File: config.mk
export PLATFORM = sky130hd
export DESIGN_NAME = rv32i_fetch_unit_flat
export DESIGN_NICKNAME = d
export VERILOG_FILES = /design/src/rtl/rv32i_pkg.sv /design/src/rtl/rv32i_fetch_unit_if.sv /design/src/rtl/rv32i_fetch_unit_fifo.sv /design/src/rtl/rv32i_fetch_unit.sv /design/src/flat_wrapper.sv
export SDC_FILE = /design/constraint.sdc
export NUM_CORES = 1
export LEC_CHECK = 0
export ABC_AREA = 1
export CORE_MARGIN = 2
export CORE_UTILIZATION = 58
export CTS_BUF_LIST = sky130_fd_sc_hd__clkbuf_4 sky130_fd_sc_hd__clkbuf_8 sky130_fd_sc_hd__clkbuf_16
export CTS_CLUSTER_SIZE = 10
export DETAILED_ROUTE_END_ITERATION = 16
export PLACE_DENSITY = 0.86
export SLEW_MARGIN = 20
export SYNTH_ARGS = -nofsm -noshare
export SYNTH_HDL_FRONTEND = slang
export SYNTH_SLANG_ARGS = --single-unit
File: constraint.sdc
create_clock -name clk -period 12.3 [get_ports clk]
set_input_delay 1.845 -clock clk [delete_from_list [all_inputs] [get_ports clk]]
set_output_delay 1.845 -clock clk [all_outputs]
set_load 0.1 [all_outputs]
File: src/rtl/rv32i_pkg.sv
// Shared RV32I types and constants used by the fetch stage.
package rv32i_pkg;

  localparam int unsigned XLEN    = 32;
  localparam int unsigned ILEN    = 32;
  localparam int unsigned PC_STEP = 4;

  // One fetched instruction travelling from fetch towards decode
  typedef struct packed {
    logic [XLEN-1:0] pc;
    logic [ILEN-1:0] instr;
    logic            fault;
  } fetch_entry_t;

endpackage

File: src/rtl/rv32i_fetch_unit_if.sv
// Fetch-stage bus: instruction-memory request/response, redirect and decode handshake.
interface rv32i_fetch_unit_if;
  import rv32i_pkg::*;

  logic            imem_req_valid;
  logic            imem_req_ready;
  logic [XLEN-1:0] imem_req_addr;
  logic            imem_rsp_valid;
  logic [ILEN-1:0] imem_rsp_data;
  logic            imem_rsp_err;
  logic            redirect_valid;
  logic [XLEN-1:0] redirect_pc;
  logic            if_valid;
  logic            if_ready;
  logic [ILEN-1:0] if_instr;
  logic [XLEN-1:0] if_pc;
  logic            if_fault;

  // Fetch unit side
  modport master (
    output imem_req_valid, imem_req_addr, if_valid, if_instr, if_pc, if_fault,
    input  imem_req_ready, imem_rsp_valid, imem_rsp_data, imem_rsp_err,
           redirect_valid, redirect_pc, if_ready
  );

  // Memory / execute / decode side
  modport slave (
    input  imem_req_valid, imem_req_addr, if_valid, if_instr, if_pc, if_fault,
    output imem_req_ready, imem_rsp_valid, imem_rsp_data, imem_rsp_err,
           redirect_valid, redirect_pc, if_ready
  );

endinterface

File: src/rtl/rv32i_fetch_unit_fifo.sv
// Small circular buffer with flush; pointers wrap modulo DEPTH (any DEPTH >= 2).
module fetch_fifo #(
  parameter int unsigned DEPTH = 2,
  parameter type         entry_t = logic [31:0]
) (
  input  logic                       clk,
  input  logic                       rst,
  input  logic                       push_i,
  input  entry_t                     data_i,
  input  logic                       pop_i,
  input  logic                       flush_i,
  output entry_t                     head_o,
  output logic [$clog2(DEPTH+1)-1:0] count_o,
  output logic                       full_o,
  output logic                       empty_o
);
  localparam int unsigned PTR_W = $clog2(DEPTH);
  localparam int unsigned CNT_W = $clog2(DEPTH + 1);

  entry_t           mem_q [DEPTH];
  logic [PTR_W-1:0] rd_q, rd_d, wr_q, wr_d;
  logic [CNT_W-1:0] cnt_q, cnt_d;
  logic             do_push, do_pop;

  function automatic logic [PTR_W-1:0] bump(input logic [PTR_W-1:0] p);
    return (p == PTR_W'(DEPTH - 1)) ? '0 : p + PTR_W'(1);
  endfunction

  // Pointer and occupancy next-state; flush wins over everything
  always_comb begin
    do_pop  = pop_i && (cnt_q != '0);
    do_push = push_i && ((cnt_q != CNT_W'(DEPTH)) || do_pop);
    rd_d    = rd_q;
    wr_d    = wr_q;
    cnt_d   = cnt_q;
    if (flush_i) begin
      rd_d  = '0;
      wr_d  = '0;
      cnt_d = '0;
    end else begin
      if (do_push) wr_d = bump(wr_q);
      if (do_pop)  rd_d = bump(rd_q);
      cnt_d = cnt_q + CNT_W'(do_push) - CNT_W'(do_pop);
    end
  end

  // Pointer/count registers
  always_ff @(posedge clk or posedge rst) begin
    if (rst) begin
      rd_q  <= '0;
      wr_q  <= '0;
      cnt_q <= '0;
    end else begin
      rd_q  <= rd_d;
      wr_q  <= wr_d;
      cnt_q <= cnt_d;
    end
  end

  // Entry storage, cleared on reset so the head reads as zero
  always_ff @(posedge clk or posedge rst) begin
    if (rst) begin
      for (int unsigned i = 0; i < DEPTH; i++) mem_q[i] <= '0;
    end else if (do_push && !flush_i) begin
      mem_q[wr_q] <= data_i;
    end
  end

  assign head_o  = mem_q[rd_q];
  assign count_o = cnt_q;
  assign full_o  = (cnt_q == CNT_W'(DEPTH));
  assign empty_o = (cnt_q == '0);

endmodule

File: src/rtl/rv32i_fetch_unit.sv
// RV32I fetch stage: credit-limited PC sequencer, response buffer and redirect handling.
module rv32i_fetch_unit
  import rv32i_pkg::*;
#(
  parameter logic [XLEN-1:0] RESET_PC = 32'h0000_0000,
  parameter int unsigned     DEPTH    = 2
) (
  input  logic               clk,
  input  logic               rst,
  rv32i_fetch_unit_if.master bus
);
  localparam int unsigned CNT_W = $clog2(DEPTH + 1);
  localparam int unsigned SUM_W = CNT_W + 1;

  logic [XLEN-1:0] fetch_pc_q, fetch_pc_d;
  logic [XLEN-1:0] resp_pc_q, resp_pc_d;
  logic [XLEN-1:0] redirect_tgt;
  logic [CNT_W-1:0] inflight_q, inflight_d;
  logic [CNT_W-1:0] drop_q, drop_d;
  logic [CNT_W-1:0] fifo_count;
  logic             fifo_full, fifo_empty;
  logic             req_valid_c, issue, rsp, dropping, push, pop;
  fetch_entry_t     push_entry, head;

  // Request/response bookkeeping; a redirect turns every outstanding request into a drop
  always_comb begin
    redirect_tgt = bus.redirect_pc & ~XLEN'(3);
    req_valid_c  = ((SUM_W'(inflight_q) + SUM_W'(fifo_count)) < SUM_W'(DEPTH))
                   && !bus.redirect_valid && !rst;
    issue        = req_valid_c && bus.imem_req_ready;
    rsp          = bus.imem_rsp_valid;
    dropping     = rsp && (drop_q != '0);
    push         = rsp && !dropping && !bus.redirect_valid;
    pop          = !fifo_empty && bus.if_ready;

    fetch_pc_d = fetch_pc_q;
    resp_pc_d  = resp_pc_q;
    inflight_d = inflight_q + CNT_W'(issue) - CNT_W'(rsp);
    drop_d     = drop_q - CNT_W'(dropping);

    if (issue) fetch_pc_d = fetch_pc_q + XLEN'(PC_STEP);
    if (push)  resp_pc_d  = resp_pc_q + XLEN'(PC_STEP);

    if (bus.redirect_valid) begin
      fetch_pc_d = redirect_tgt;
      resp_pc_d  = redirect_tgt;
      drop_d     = inflight_d;
    end

    push_entry = '{pc: resp_pc_q, instr: bus.imem_rsp_data, fault: bus.imem_rsp_err};
  end

  // Fetch state registers
  always_ff @(posedge clk or posedge rst) begin
    if (rst) begin
      fetch_pc_q <= RESET_PC;
      resp_pc_q  <= RESET_PC;
      inflight_q <= '0;
      drop_q     <= '0;
    end else begin
      fetch_pc_q <= fetch_pc_d;
      resp_pc_q  <= resp_pc_d;
      inflight_q <= inflight_d;
      drop_q     <= drop_d;
    end
  end

  // Credits must keep a push from ever landing on a full buffer
  always_ff @(posedge clk) begin
    if (!rst) begin
      assert (!(push && fifo_full && !pop))
        else $error("rv32i_fetch_unit: fetch buffer overflow");
    end
  end

  fetch_fifo #(
    .DEPTH   (DEPTH),
    .entry_t (fetch_entry_t)
  ) u_fifo (
    .clk     (clk),
    .rst     (rst),
    .push_i  (push),
    .data_i  (push_entry),
    .pop_i   (pop),
    .flush_i (bus.redirect_valid),
    .head_o  (head),
    .count_o (fifo_count),
    .full_o  (fifo_full),
    .empty_o (fifo_empty)
  );

  assign bus.imem_req_valid = req_valid_c;
  assign bus.imem_req_addr  = fetch_pc_q;
  assign bus.if_valid       = !fifo_empty;
  assign bus.if_instr       = head.instr;
  assign bus.if_pc          = head.pc;
  assign bus.if_fault       = head.fault;

endmodule

File: src/flat_wrapper.sv
// flat-port wrapper written by rule: the top's interface ports become plain ports
module rv32i_fetch_unit_flat import rv32i_pkg::*;
#(
  parameter logic [XLEN-1:0] RESET_PC = 32'h0000_0000,
  parameter int unsigned     DEPTH    = 2
)
  (clk, rst, bus_imem_req_valid, bus_imem_req_addr, bus_if_valid, bus_if_instr, bus_if_pc, bus_if_fault, bus_imem_req_ready, bus_imem_rsp_valid, bus_imem_rsp_data, bus_imem_rsp_err, bus_redirect_valid, bus_redirect_pc, bus_if_ready);
  rv32i_fetch_unit_if bus_i ();
  input  logic clk;
  input  logic rst;
  output wire logic [$bits(bus_i.imem_req_valid)-1:0] bus_imem_req_valid;
  output wire logic [$bits(bus_i.imem_req_addr)-1:0] bus_imem_req_addr;
  output wire logic [$bits(bus_i.if_valid)-1:0] bus_if_valid;
  output wire logic [$bits(bus_i.if_instr)-1:0] bus_if_instr;
  output wire logic [$bits(bus_i.if_pc)-1:0] bus_if_pc;
  output wire logic [$bits(bus_i.if_fault)-1:0] bus_if_fault;
  input wire logic [$bits(bus_i.imem_req_ready)-1:0] bus_imem_req_ready;
  input wire logic [$bits(bus_i.imem_rsp_valid)-1:0] bus_imem_rsp_valid;
  input wire logic [$bits(bus_i.imem_rsp_data)-1:0] bus_imem_rsp_data;
  input wire logic [$bits(bus_i.imem_rsp_err)-1:0] bus_imem_rsp_err;
  input wire logic [$bits(bus_i.redirect_valid)-1:0] bus_redirect_valid;
  input wire logic [$bits(bus_i.redirect_pc)-1:0] bus_redirect_pc;
  input wire logic [$bits(bus_i.if_ready)-1:0] bus_if_ready;
  assign bus_imem_req_valid = bus_i.imem_req_valid;
  assign bus_imem_req_addr = bus_i.imem_req_addr;
  assign bus_if_valid = bus_i.if_valid;
  assign bus_if_instr = bus_i.if_instr;
  assign bus_if_pc = bus_i.if_pc;
  assign bus_if_fault = bus_i.if_fault;
  assign bus_i.imem_req_ready = bus_imem_req_ready;
  assign bus_i.imem_rsp_valid = bus_imem_rsp_valid;
  assign bus_i.imem_rsp_data = bus_imem_rsp_data;
  assign bus_i.imem_rsp_err = bus_imem_rsp_err;
  assign bus_i.redirect_valid = bus_redirect_valid;
  assign bus_i.redirect_pc = bus_redirect_pc;
  assign bus_i.if_ready = bus_if_ready;
  rv32i_fetch_unit #(.RESET_PC(RESET_PC), .DEPTH(DEPTH)) u_core (.clk(clk), .rst(rst), .bus(bus_i));
endmodule
Word level (Yosys, flattened, before mapping)
Index checks and enable logic that the tools add are counted.
Word-level totals
  bits of input ports: 71
  output and inout bits: 99
  register bits: 202
Cells by class
  eq/ne operators: 1
  add/subtract/negate cells: 10
  multiplexer cells: 18
  $lt $le $gt $ge: 4
  bitwise operators: 2
  reductions and logical operators: 23
Operators by type and width (count)
  $mux 65: 4
  $bwmux 130: 1
  $mux 32: 4
  $demux 65 s1: 1
  $add 32x3->32 const B: 2
  $reduce_bool 2->1: 6
  $logic_and 1x1->1: 11
  $mux 1: 6
  $sub 2x1->2: 3
  $add 2x1->2: 2
  $ge 2x2->1 const B: 2
  $logic_not 1->1: 4
  $mux 2: 2
  $not 1->2: 2
  $add 2x2->3: 1
  $lt 3x2->1 const B: 1
  $add 1x1->1 const B: 2
  $logic_not 2->1: 1
  $lt 2x1->1 const B: 1
  $ne 2x2->1 const B: 1
  $logic_or 1x1->1: 1

Depth between registers and ports, before layout
  depth after elaboration: 9
  mapped depth: 13

Modules after synthesis
From an unflattened synthesis, not the netlist that was laid out.
Unflattened totals
  cell total of the unflattened synthesis: 1549
  area total of the unflattened synthesis: 11071.9 µm²
Modules (own cells, without submodules)
  fetch_fifo: cells each 824, times used 1, sequential area each 3353.2 µm², area each 6424.9 µm²
  rv32i_fetch_unit: cells each 725, times used 1, sequential area each 1601.5 µm², area each 4647.0 µm²

Least setup slack after synthesis
No wires, ideal clock.
  path type: in2reg
  start point: input rst
  end point: register u_core.drop_q[1]
  arrival: 7.347 ns
  data required time: 12.217 ns
  path slack: 4.870 ns
  setup time: 0.083 ns
  buffers on the path: 2
  cell stages on the path: 10
  path through: inv_1 nand4_1 buf_2 inv_1 buf_2 ha_1 xnor2_1 xnor2_1 nand2_1 o21ai_0
Between the ends
  cells in the longest elaborated chain, start to end: 6
Ends and longest elaborated chain
  start, declared: RTL line flat_wrapper.sv:10  | input logic rst;
  $logic_not 1->1: RTL line rv32i_fetch_unit.sv:29  | && !bus.redirect_valid && !rst;
  $logic_and 1x1->1: RTL line rv32i_fetch_unit.sv:29
  $logic_and 1x1->1: RTL line rv32i_fetch_unit.sv:30  | issue = req_valid_c && bus.imem_req_ready;
  $add 2x1->2: RTL line rv32i_fetch_unit.sv:38  | inflight_d = inflight_q + CNT_W'(issue) - CNT_W'(rsp);
  $sub 2x1->2: RTL line rv32i_fetch_unit.sv:38
  named net u_core.inflight_d[1]: RTL line rv32i_fetch_unit.sv:18  | logic [CNT_W-1:0] inflight_q, inflight_d;
  $mux 2: RTL line rv32i_fetch_unit.sv:44  | if (bus.redirect_valid) begin
  named net u_core.drop_d[1]: RTL line rv32i_fetch_unit.sv:19  | logic [CNT_W-1:0] drop_q, drop_d;
  end signal, assigned: RTL line rv32i_fetch_unit.sv:64  | drop_q <= drop_d;
  end, declared: RTL line rv32i_fetch_unit.sv:19
The timed path passes the listed nets, and every way through them passes these cells.
A chain may end at the register's enable or synchronous reset.

Final worst setup path
  start point: input bus_redirect_valid
  end point: output bus_imem_req_valid
Between the ends
  cells in the longest elaborated chain, start to end: 3
Ends and longest elaborated chain
  start, declared: RTL line flat_wrapper.sv:21  | input wire logic [$bits(bus_i.redirect_valid)-1:0] bus_redirect_valid;
  $logic_not 1->1: RTL line rv32i_fetch_unit.sv:29
  $logic_and 1x1->1 (2 in series): RTL line rv32i_fetch_unit.sv:29
  end, declared: RTL line flat_wrapper.sv:11  | output wire logic [$bits(bus_i.imem_req_valid)-1:0] bus_imem_req_valid;
Every way passes these cells.

==> summary.txt <==
Outcome
  – Status: finished clean

Floorplanning
  – Die H: 136.4 um
  – Core area: 0.01724 mm2
  – Io pins: 170
  – Die area: 0.01861 mm2
  – FP Rows: 48
  – Die W: 136.4 um
  – Initial core utilization: 59.02%

Final layout
  – Multi-input gate area: 0.004442 mm2
  – Number of diodes: 0
  – Most common cell after layout, fill and taps aside: nand2_1
  – Nets: 1,580
  – Most frequent cells in the layout: 500 x nand2_1, 193 x dfrtp_1, 163 x clkdlybuf4s50_1, 159 x o21ai_0, 145 x inv_1
  – Finished Core Util: 72.01%
  – Register area: 0.004858 mm2
  – Fraction of layout cells with a size suffix above 1: 3.501%
  – Fillers: 1,383
  – P&R area growth vs syn: 22.02%

Worst setup path
  – R2R cell count: 11
  – CP required: 10.45 ns
  – R2R Setup Slk: 9.09 ns
  – Setup crit start kind: input port
  – CP max FO: 39
  – CP arrival: 4.00 ns
  – WS Path Type: in2out
  – CP Capture Type: primary output

Power
  – P_leak: 5.647 nW
  – PD cells: 284.9 mW/mm2
  – Max VDD drop: 225.6 uV
  – Power, Total: 3.536 mW

Min path
  – Hold Path Class: reg2reg
  – Worst Hold Depth: 2

CTS
  – Clk slew on worst S/H paths: 0.07 ns
  – Clock latency on the worst-skew pair: 0.44 ns
  – TritonCTS clock tree: yes
  – CTS Sinks: 194
  – PostCTS Resize Cnt: 0
  – Clock tree buffer depth: 2
  – Clock buffer count from CTS: 17
  – Post-CTS setup buffers: 0
  – H-tree depth: 4
  – CTS Hold Buffers Added: 0
  – Clock Tree Root: clkbuf_16

Synthesis
  – Average cell area after synthesis: 7.409 um2
  – Synth Instances: 1,373
  – Sequential area share after synthesis: 47.72%
  – Synthesized flop and latch total: 194
  – YS warnings: 0
  – Synth unique cells: 36
  – Mapped cell area: 0.01017 mm2

Timing
  – Hold Fails Final Rpt: 0
  – Worst-margin pin slew: 1.053 ns
  – Fin crit share: 47.51%
  – Final Max Tran Viols: 0
  – Final setup viols: 0
  – RSZ-0062 raised after global routing: no
  – FMAX: 0.1711 GHz
  – Crit path time final: 5.844 ns
  – Setup TNS: 0 ns
  – Worst Clk Skew: 0.01194 ns
  – Slew HR: 29.55%
  – Hold WS: 0.4909 ns
  – Setup ws final: 6.456 ns

Drt
  – Post-route DRC: 0
  – Routed vias: 9,436
  – DRT Pass-1 Iters: 5
  – Final WL: 26,740 um
  – Violation count after the first detailed-route iteration: 841
  – Vias/cell: 5.426
  – WL per Instance: 15.37 um
  – Final ANT Viol Nets: 0

Placed design
  – Dpl ws: 6.450 ns
  – Input/output buffers: 163
  – DP HPWL: 18,360 um
  – GPL Wtd Cong: 0.8955

Global routing
  – First-pass GRT wire length: 43,730 um
  – GRT overflow: 0
  – Tot GR Track Use: 29.97%
  – Vias in the first global route: 9,008
  – Largest net degree at the start of global routing: 130
  – Initial antenna violation count: 0

Flow run
  – Max-cap violations: 0
[routing by layer]
layer / share of wire (%) / wire, um / track usage (%)
met3: 7.8 / 2090 / 5.183
met5: 0 / 0 / 0
met2: 47 / 12510 / 48.66
met1: 42 / 11350 / 40.28
met4: 3.0 / 789 / 11.75
[critical path, stage by stage]
cell,delay [ns]
clkdlybuf4s50_1,0.39
buf_4,0.27
nor4_1,0.31
clkdlybuf4s50_1,1.18
[where the power goes]
| group | internal [mW] | total, mW | leakage, nW | switching, mW |
|---|---|---|---|---|
| sequential | 0.878 | 1.04 | 2.42 | 0.158 |
| combinational | 0.451 | 1.97 | 2.95 | 1.51 |
| clock | 0.290 | 0.534 | 0.275 | 0.245 |
| total | 1.62 | 3.54 | 5.65 | 1.92 |
[sequential cells by signal (all words and copies together) (netlist names)]
register                  cells
u_core.u_fifo.mem_q         126
u_core.bus.imem_req_addr     30
u_core.resp_pc_q             30
u_core.drop_q                 2
u_core.inflight_q             2
u_core.u_fifo.count_o         2
u_core.u_fifo.rd_q            1
u_core.u_fifo.wr_q            1
[through the flow]
stage,instances,cell area [um2]
global placement,1707,11850
detailed placement,1707,11850
CTS,1739,12410
global route,1739,12410
floorplan,1376,10180
finish,1739,12410
[cells in the mapped netlist]
| library cell | number | share of area (%) |
|---|---|---|
| clkbuf_1 | 30 | 1.1 |
| nand4_1 | 4 | 0.25 |
| or2_2 | 1 | 0.062 |
| buf_1 | 3 | 0.11 |
| nor2_2 | 1 | 0.062 |
| o31ai_4 | 1 | 0.21 |
| nand2_1 | 500 | 18 |
| xor2_1 | 19 | 1.6 |
| buf_6 | 1 | 0.11 |
| buf_4 | 13 | 0.96 |
| buf_2 | 17 | 0.84 |
| o21ai_1 | 48 | 2.4 |
| nor2_4 | 1 | 0.11 |
| a31oi_1 | 2 | 0.12 |
| o221ai_1 | 2 | 0.17 |
| ha_1 | 7 | 0.86 |
| xnor2_1 | 7 | 0.60 |
| nand3_1 | 54 | 2.7 |
| a21oi_1 | 8 | 0.39 |
| nor2_1 | 93 | 3.4 |
| nor3_1 | 1 | 0.049 |
| o21a_1 | 24 | 1.8 |
| fa_1 | 1 | 0.20 |
| o21bai_1 | 9 | 0.66 |
| inv_1 | 146 | 5.4 |
| nor4_1 | 1 | 0.062 |
| and2_1 | 2 | 0.12 |
| nor2_8 | 1 | 0.20 |
| nand3_4 | 1 | 0.17 |
| nand3b_1 | 3 | 0.22 |
| dfrtp_1 | 194 | 48 |
| inv_2 | 6 | 0.22 |
| clkinv_1 | 1 | 0.037 |
| o21ai_0 | 159 | 7.8 |
| o211ai_1 | 11 | 0.81 |
| conb_1 | 1 | 0.037 |
[area by class of cell]
class	count	area share, %
clock inverter	12	0.8871
timing repair buffer	170	13.57
multi-input combinational	965	35.79
clock buffer	20	3.659
inverter	153	4.688
sequential	194	39.14
tap	225	2.268
[worst paths after layout]
path	endpoint	startpoint
setup / recovery	bus_imem_req_valid	bus_redirect_valid
hold / removal	u_core.u_fifo.mem_q[2]	u_core.u_fifo.mem_q[2]
setup reg to reg	u_core.drop_q[1]	u_core.u_fifo.count_o[0]
hold reg to reg	u_core.u_fifo.mem_q[2]	u_core.u_fifo.mem_q[2]
max in group asynchronous	u_core.u_fifo.rd_q	rst
min in group asynchronous	u_core.bus.imem_req_addr[4]	rst
[logic make-up after synthesis]
family          Yosys count  synth area share [%]
simple gates            663                 25.84
other cells               1               0.03686
compound gates          264                 14.33
buf+inv                 217                 8.770
fa+ha+maj                 8                 1.058
xor+xnor                 26                 2.239
flops                   194                 47.72
(Power assumes the default switching activity.)
